===== config.mk =====
export PLATFORM = sky130hd
export DESIGN_NAME = act_mem_rd_sequencer
export DESIGN_NICKNAME = d
export VERILOG_FILES = /design/src/rtl/act_mem_rd_sequencer.sv
export SDC_FILE = /design/constraint.sdc
export NUM_CORES = 1
export LEC_CHECK = 0
export CAP_MARGIN = 40
export CORE_MARGIN = 2
export CORE_UTILIZATION = 28
export CTS_CLUSTER_SIZE = 20
export DETAILED_ROUTE_END_ITERATION = 16
export MAX_ROUTING_LAYER = met4
export PLACE_DENSITY = 0.56
export SYNTH_ARGS = -nofsm -noshare
export SYNTH_HDL_FRONTEND = slang
export SYNTH_SLANG_ARGS = --single-unit

===== constraint.sdc =====
create_clock -name clk -period 4 [get_ports clk]
set_clock_uncertainty 0.2 [all_clocks]
set_input_delay 1.2 -clock clk [delete_from_list [all_inputs] [get_ports clk]]
set_output_delay 1.2 -clock clk [all_outputs]
set_load 0.02 [all_outputs]

===== src/rtl/act_mem_rd_sequencer.sv =====
`default_nettype none
// ============================================================================
// act_mem_rd_sequencer - strided activation-row reader, streams rows over valid/ready
// Rev 1.0 | optional ACT_RD_SEQ_PERF_EN adds stall_wr_cnt / stall_bp_cnt
// ============================================================================
module act_mem_rd_sequencer #(
  parameter int N_LANES    = 4,
  parameter int DATA_W     = 8,
  parameter int ADDR_W     = 10,
  parameter int LEN_W      = 10,
  parameter int FIFO_DEPTH = 4
) (
  input  logic                        clk,
  input  logic                        reset,
  input  logic                        start,
  input  logic [ADDR_W-1:0]           base_addr,
  input  logic [LEN_W-1:0]            num_rows,
  input  logic [ADDR_W-1:0]           stride,
  input  logic                        wr_busy,
  output logic                        rd_enable,
  output logic [ADDR_W-1:0]           rd_addr,
  input  logic [N_LANES*DATA_W-1:0]   rd_data,
  output logic                        out_valid,
  input  logic                        out_ready,
  output logic [N_LANES*DATA_W-1:0]   out_data,
  output logic                        out_last,
  output logic                        busy,
  output logic                        done
`ifdef ACT_RD_SEQ_PERF_EN
  ,
  output logic [15:0]                 stall_wr_cnt,
  output logic [15:0]                 stall_bp_cnt
`endif
);

  localparam int PTR_W = $clog2(FIFO_DEPTH);
  localparam int CNT_W = PTR_W + 1;
  localparam int ROW_W = N_LANES * DATA_W;
  localparam logic [ADDR_W-1:0] ALIGN_MASK = ~ADDR_W'(N_LANES - 1);

  typedef enum logic [1:0] {IDLE, ISSUE, DRAIN, FIN} state_t;

  state_t             state, state_nxt;
  logic [ADDR_W-1:0]  next_addr, last_addr, stride_q;
  logic [LEN_W-1:0]   rows_left;
  logic               inflight, inflight_last;
  logic [ROW_W-1:0]   fifo_data [FIFO_DEPTH];
  logic [FIFO_DEPTH-1:0] fifo_last;
  logic [PTR_W-1:0]   wr_ptr, rd_ptr;
  logic [CNT_W-1:0]   fifo_count;
  logic               credit_ok, push, pop, accept, last_issue;

  // Credit covers the row still in flight so a capture never finds the FIFO full.
  assign credit_ok  = (fifo_count + CNT_W'(inflight)) < CNT_W'(FIFO_DEPTH);
  assign accept     = (state == IDLE) && start;
  assign last_issue = (rows_left == LEN_W'(1));
  assign push       = inflight;
  assign pop        = out_valid && out_ready;
  assign out_valid  = (fifo_count != '0);
  assign out_data   = out_valid ? fifo_data[rd_ptr] : '0;
  assign out_last   = out_valid & fifo_last[rd_ptr];
  assign rd_addr    = rd_enable ? next_addr : last_addr;

  always_ff @(posedge clk or negedge reset) begin
    if (!reset) state <= IDLE;
    else        state <= state_nxt;
  end

  always_comb begin
    state_nxt = state;
    rd_enable = 1'b0;
    done      = 1'b0;
    busy      = (state != IDLE);
    case (state)
      IDLE:  if (start) state_nxt = (num_rows == '0) ? FIN : ISSUE;
      ISSUE: begin
        rd_enable = !wr_busy && credit_ok;
        if (rd_enable && last_issue) state_nxt = DRAIN;
      end
      DRAIN: if ((pop && out_last) || (fifo_count == '0 && !inflight)) state_nxt = FIN;
      FIN: begin
        done      = 1'b1;
        state_nxt = IDLE;
      end
      default: state_nxt = IDLE;
    endcase
  end

  always_ff @(posedge clk or negedge reset) begin
    if (!reset) begin
      next_addr     <= '0;
      last_addr     <= '0;
      stride_q      <= '0;
      rows_left     <= '0;
      inflight      <= 1'b0;
      inflight_last <= 1'b0;
      wr_ptr        <= '0;
      rd_ptr        <= '0;
      fifo_count    <= '0;
    end else begin
      inflight      <= rd_enable;
      inflight_last <= rd_enable && last_issue;
      if (accept) begin
        next_addr <= base_addr & ALIGN_MASK;
        stride_q  <= stride & ALIGN_MASK;
        rows_left <= num_rows;
      end else if (rd_enable) begin
        last_addr <= next_addr;
        next_addr <= next_addr + stride_q;
        rows_left <= rows_left - LEN_W'(1);
      end
      if (push) wr_ptr <= wr_ptr + PTR_W'(1);
      if (pop)  rd_ptr <= rd_ptr + PTR_W'(1);
      case ({push, pop})
        2'b10:   fifo_count <= fifo_count + CNT_W'(1);
        2'b01:   fifo_count <= fifo_count - CNT_W'(1);
        default: fifo_count <= fifo_count;
      endcase
    end
  end

  always_ff @(posedge clk) begin
    if (push) begin
      fifo_data[wr_ptr] <= rd_data;
      fifo_last[wr_ptr] <= inflight_last;
    end
  end

`ifdef ACT_RD_SEQ_PERF_EN
  always_ff @(posedge clk or negedge reset) begin
    if (!reset) begin
      stall_wr_cnt <= '0;
      stall_bp_cnt <= '0;
    end else if (accept) begin
      stall_wr_cnt <= '0;
      stall_bp_cnt <= '0;
    end else if (state == ISSUE) begin
      if (wr_busy && stall_wr_cnt != 16'hFFFF)
        stall_wr_cnt <= stall_wr_cnt + 16'd1;
      else if (!wr_busy && !credit_ok && stall_bp_cnt != 16'hFFFF)
        stall_bp_cnt <= stall_bp_cnt + 16'd1;
    end
  end
`endif

endmodule
`default_nettype wire


==> results by group <==
Clock tree
  – H-tree Lvls: 4
  – # hold bufs at CTS: 0
  – Reg clk slew, reported paths: 0.06 ns
  – Worst skew pair latency: 0.43 ns
  – Root buf cell: clkbuf_16
  – CTS Buf Count: 17
  – Clock tree from TritonCTS: yes
  – Post-CTS setup buffers: 0
  – CTS max path bufs: 2
  – Post-cts sizing count: 38
  – Sink Count: 179

Pwr
  – Max IR drop VDD: 0.363 mV
  – Pwr dens: 718 nW/um2
  – P_leak: 3.52 nW
  – Power consumption: 7.10 mW

Logic synthesis
  – Synth Flop Type: edfxtp_1
  – Adder-Cell Fraction of Synth Area: 0.0363
  – Combinational family with the most area after synthesis: multiplexers
  – Complex-gate fraction of the synthesized area: 0.0413
  – Post-Synth XOR/XNOR Area: 0.0218
  – Synthesized area: 7640 um2
  – Mux cell area share after synthesis: 0.119
  – Async S/R FF share, synth: 0.263
  – Yosys top cell area share: 0.519
  – Largest area contributor in the netlist: edfxtp_1
  – Register bit count reported by yosys: 179
  – Yosys warnings: 0
  – Syn Inst Count: 492
  – Seq/Total Area, Yosys: 0.673
  – Simple-gate area share of the yosys netlist: 0.0879
  – Syn_nets: 580
  – Netlist cell types: 40
  – Number of synthesized flops with an enable pin: 132
  – Largest cells by area after synthesis: edfxtp_1, dfrtp_1, mux4_2, and2_1, ha_1
  – Avg Inst Size Synth: 15.5 um2

Global routing
  – Gr ovfl total: 0
  – Pin count of the biggest net entering global routing: 37
  – Vias in the first global route: 4872
  – First-pass GRT wire length: 26100 um
  – Initial antenna violation count: 0
  – Overall global routing resource usage: 0.122

Worst setup path
  – Worst Path Max Fanout: 5
  – Crit path kind: in2out
  – CP Launch Type: primary input
  – CP endpoint kind: output pin
  – Critical Path RT: 2.60 ns
  – Arrival time worst endpoint: 2.49 ns

Floorplanning
  – I/O pins: 114
  – Die W: 169 um
  – Core area: 26900 um2
  – Area of the die: 28600 um2
  – # rows: 60
  – Die height: 169 um
  – Initial Util: 0.284

Placed design
  – RePlAce Congestion: 0.824
  – DP HPWL: 10800 um
  – Input/output buffers: 109

Status
  – Status: complete, no violations

STA
  – Period utilization: 0.973
  – Maximum clock rate: 257 MHz
  – Final hold vios: 0
  – Final hold slack: 0.290 ns
  – Setup TNS Final: 0 ns
  – Final setup violation count: 0
  – Clock period minus worst slack: 3.89 ns
  – RSZ-0062 raised after global routing: false
  – Max_slew headroom: 0.642
  – Slew @ Worst Pin: 0.536 ns
  – Slew Limit Fails: 0

Hold path
  – Hold Crit Class: reg2reg

Routing
  – Total number of vias: 4432
  – Number of remaining DRC errors: 0
  – Via/cell ratio: 4.57
  – Final wirelength: 16200 um
  – Drt initial violations: 272
  – DRT Pass-1 Iters: 4
  – Routed len/inst: 16.8 um
  – Post-route ant nets: 0

Finish
  – Synth-to-Final Area Change: 29.5%
  – Final Core Density: 0.368
  – Share of cells above drive strength 1: 0.191
  – # diodes: 0
  – Nets@finish: 703

Job
  – Max_cap viols: 0
[kinds of logic after synthesis]
| kind of cell | after synthesis |
|---|---|
| flops | 179 |
| simple gates | 132 |
| compound gates | 52 |
| mux | 48 |
| buf+inv | 41 |
| fa+ha+maj | 21 |
| xor+xnor | 19 |
[area by class of cell]
| type | count | area, um2 |
|---|---|---|
| Multi-Input combinational cell | 272 | 2370 |
| Clock buffer | 18 | 429 |
| Fill cell | 2550 | 17000 |
| Clock inverter | 14 | 156 |
| Inverter | 18 | 67.6 |
| Tap cell | 341 | 427 |
| Timing Repair Buffer | 127 | 1310 |
| Sequential cell | 179 | 5140 |
[critical path, cell delays in order]
cell and delay, ns:
dlygate4sd2_1 0.25, and3b_2 0.24, mux2i_4 0.20, inv_1 0.08
buf_4 0.15, nand2_1 0.06, nand2_1 0.05, clkdlybuf4s15_2 0.25
[flip-flops by register name, summed over array words and instances (netlist names)]
register and flops:
wr_ptr 2, fifo_last 4, inflight 1, last_addr 10, fifo_count 3, rows_left 10
stride_q 8, state 2, next_addr 8, inflight_last 1, rd_ptr 2, fifo_data 128
[power by group]
group / switching [mW] / internal [mW] / leakage (nW) / total [mW]
combinational: 1.48 / 1.48 / 1.49 / 2.96
clock: 0.791 / 0.840 / 0.283 / 1.63
sequential: 0.222 / 2.29 / 1.74 / 2.51
[layout by cell type, fill, tap and decap left out, drive strengths merged, types with 6 or more instances in the layout]
| cell | Yosys | routed |
|---|---|---|
| edfxtp | 132 | 132 |
| clkdlybuf4s50 | 0 | 96 |
| dfrtp | 47 | 47 |
| and2 | 42 | 42 |
| nand2 | 35 | 35 |
| mux4 | 33 | 33 |
| nor2 | 30 | 30 |
| a21oi | 26 | 26 |
| inv | 18 | 25 |
| buf | 6 | 20 |
| ha | 19 | 19 |
| clkbuf | 17 | 18 |
| mux2 | 14 | 14 |
| o21ai | 12 | 12 |
| xnor2 | 10 | 10 |
| xor2 | 9 | 9 |
| clkdlybuf4s15 | 0 | 9 |
| nor3 | 6 | 6 |
| clkinv | 0 | 6 |
[through the flow]
| stage | std cells | setup WS [ns] | cell area, um2 |
|---|---|---|---|
| 2_1_floorplan | 492 | 0.0482 | 7640 |
| 3_3_place_gp | 931 | -0.459 | 9190 |
| 3_5_place_dp | 936 | -0.462 | 9290 |
| 4_1_cts | 969 | 0.121 | 9900 |
| 5_1_grt | 969 | 0.0246 | 9900 |
| 6_report | 969 | 0.109 | 9900 |
[cells in the mapped netlist (2+ instances only)]
cell      number
nor2_1        30
mux2_2        14
fa_1           2
nand2b_1       3
o211ai_1       2
mux4_2        33
edfxtp_1     132
xor2_1         9
buf_2          5
nor3_1         6
ha_1          19
nand2_1       35
o21a_1         3
a211oi_1       2
and2_1        41
nor4_1         3
or3_1          4
clkbuf_1      17
a21oi_1       26
o21ai_0       12
inv_1         18
a31oi_1        3
dfrtp_1       47
xnor2_1       10
[per-layer routing]
metal | track usage | up-vias | wire length (um)
met5 | - | - | 0
met1 | 0.156 | 2249 | 7420
li1 | - | 2053 | -
met3 | 0.0299 | 16 | 873
met4 | 0.0331 | 0 | 179
met2 | 0.194 | 114 | 7780
[final timing paths]
path	start	to	slack (ns)	cells after the start
min in group asynchronous	reset	rows_left[3]	0.53	1
setup reg to reg	state[1]	rows_left[8]	1.11	10
hold / removal	last_addr[0]	last_addr[0]	0.29	1
hold reg to reg	last_addr[0]	last_addr[0]	0.29	1
setup / recovery	wr_busy	rd_addr[6]	0.11	8
max in group asynchronous	reset	stride_q[5]	2.52	2
Note: power is estimated with default switching activity, not from simulation.
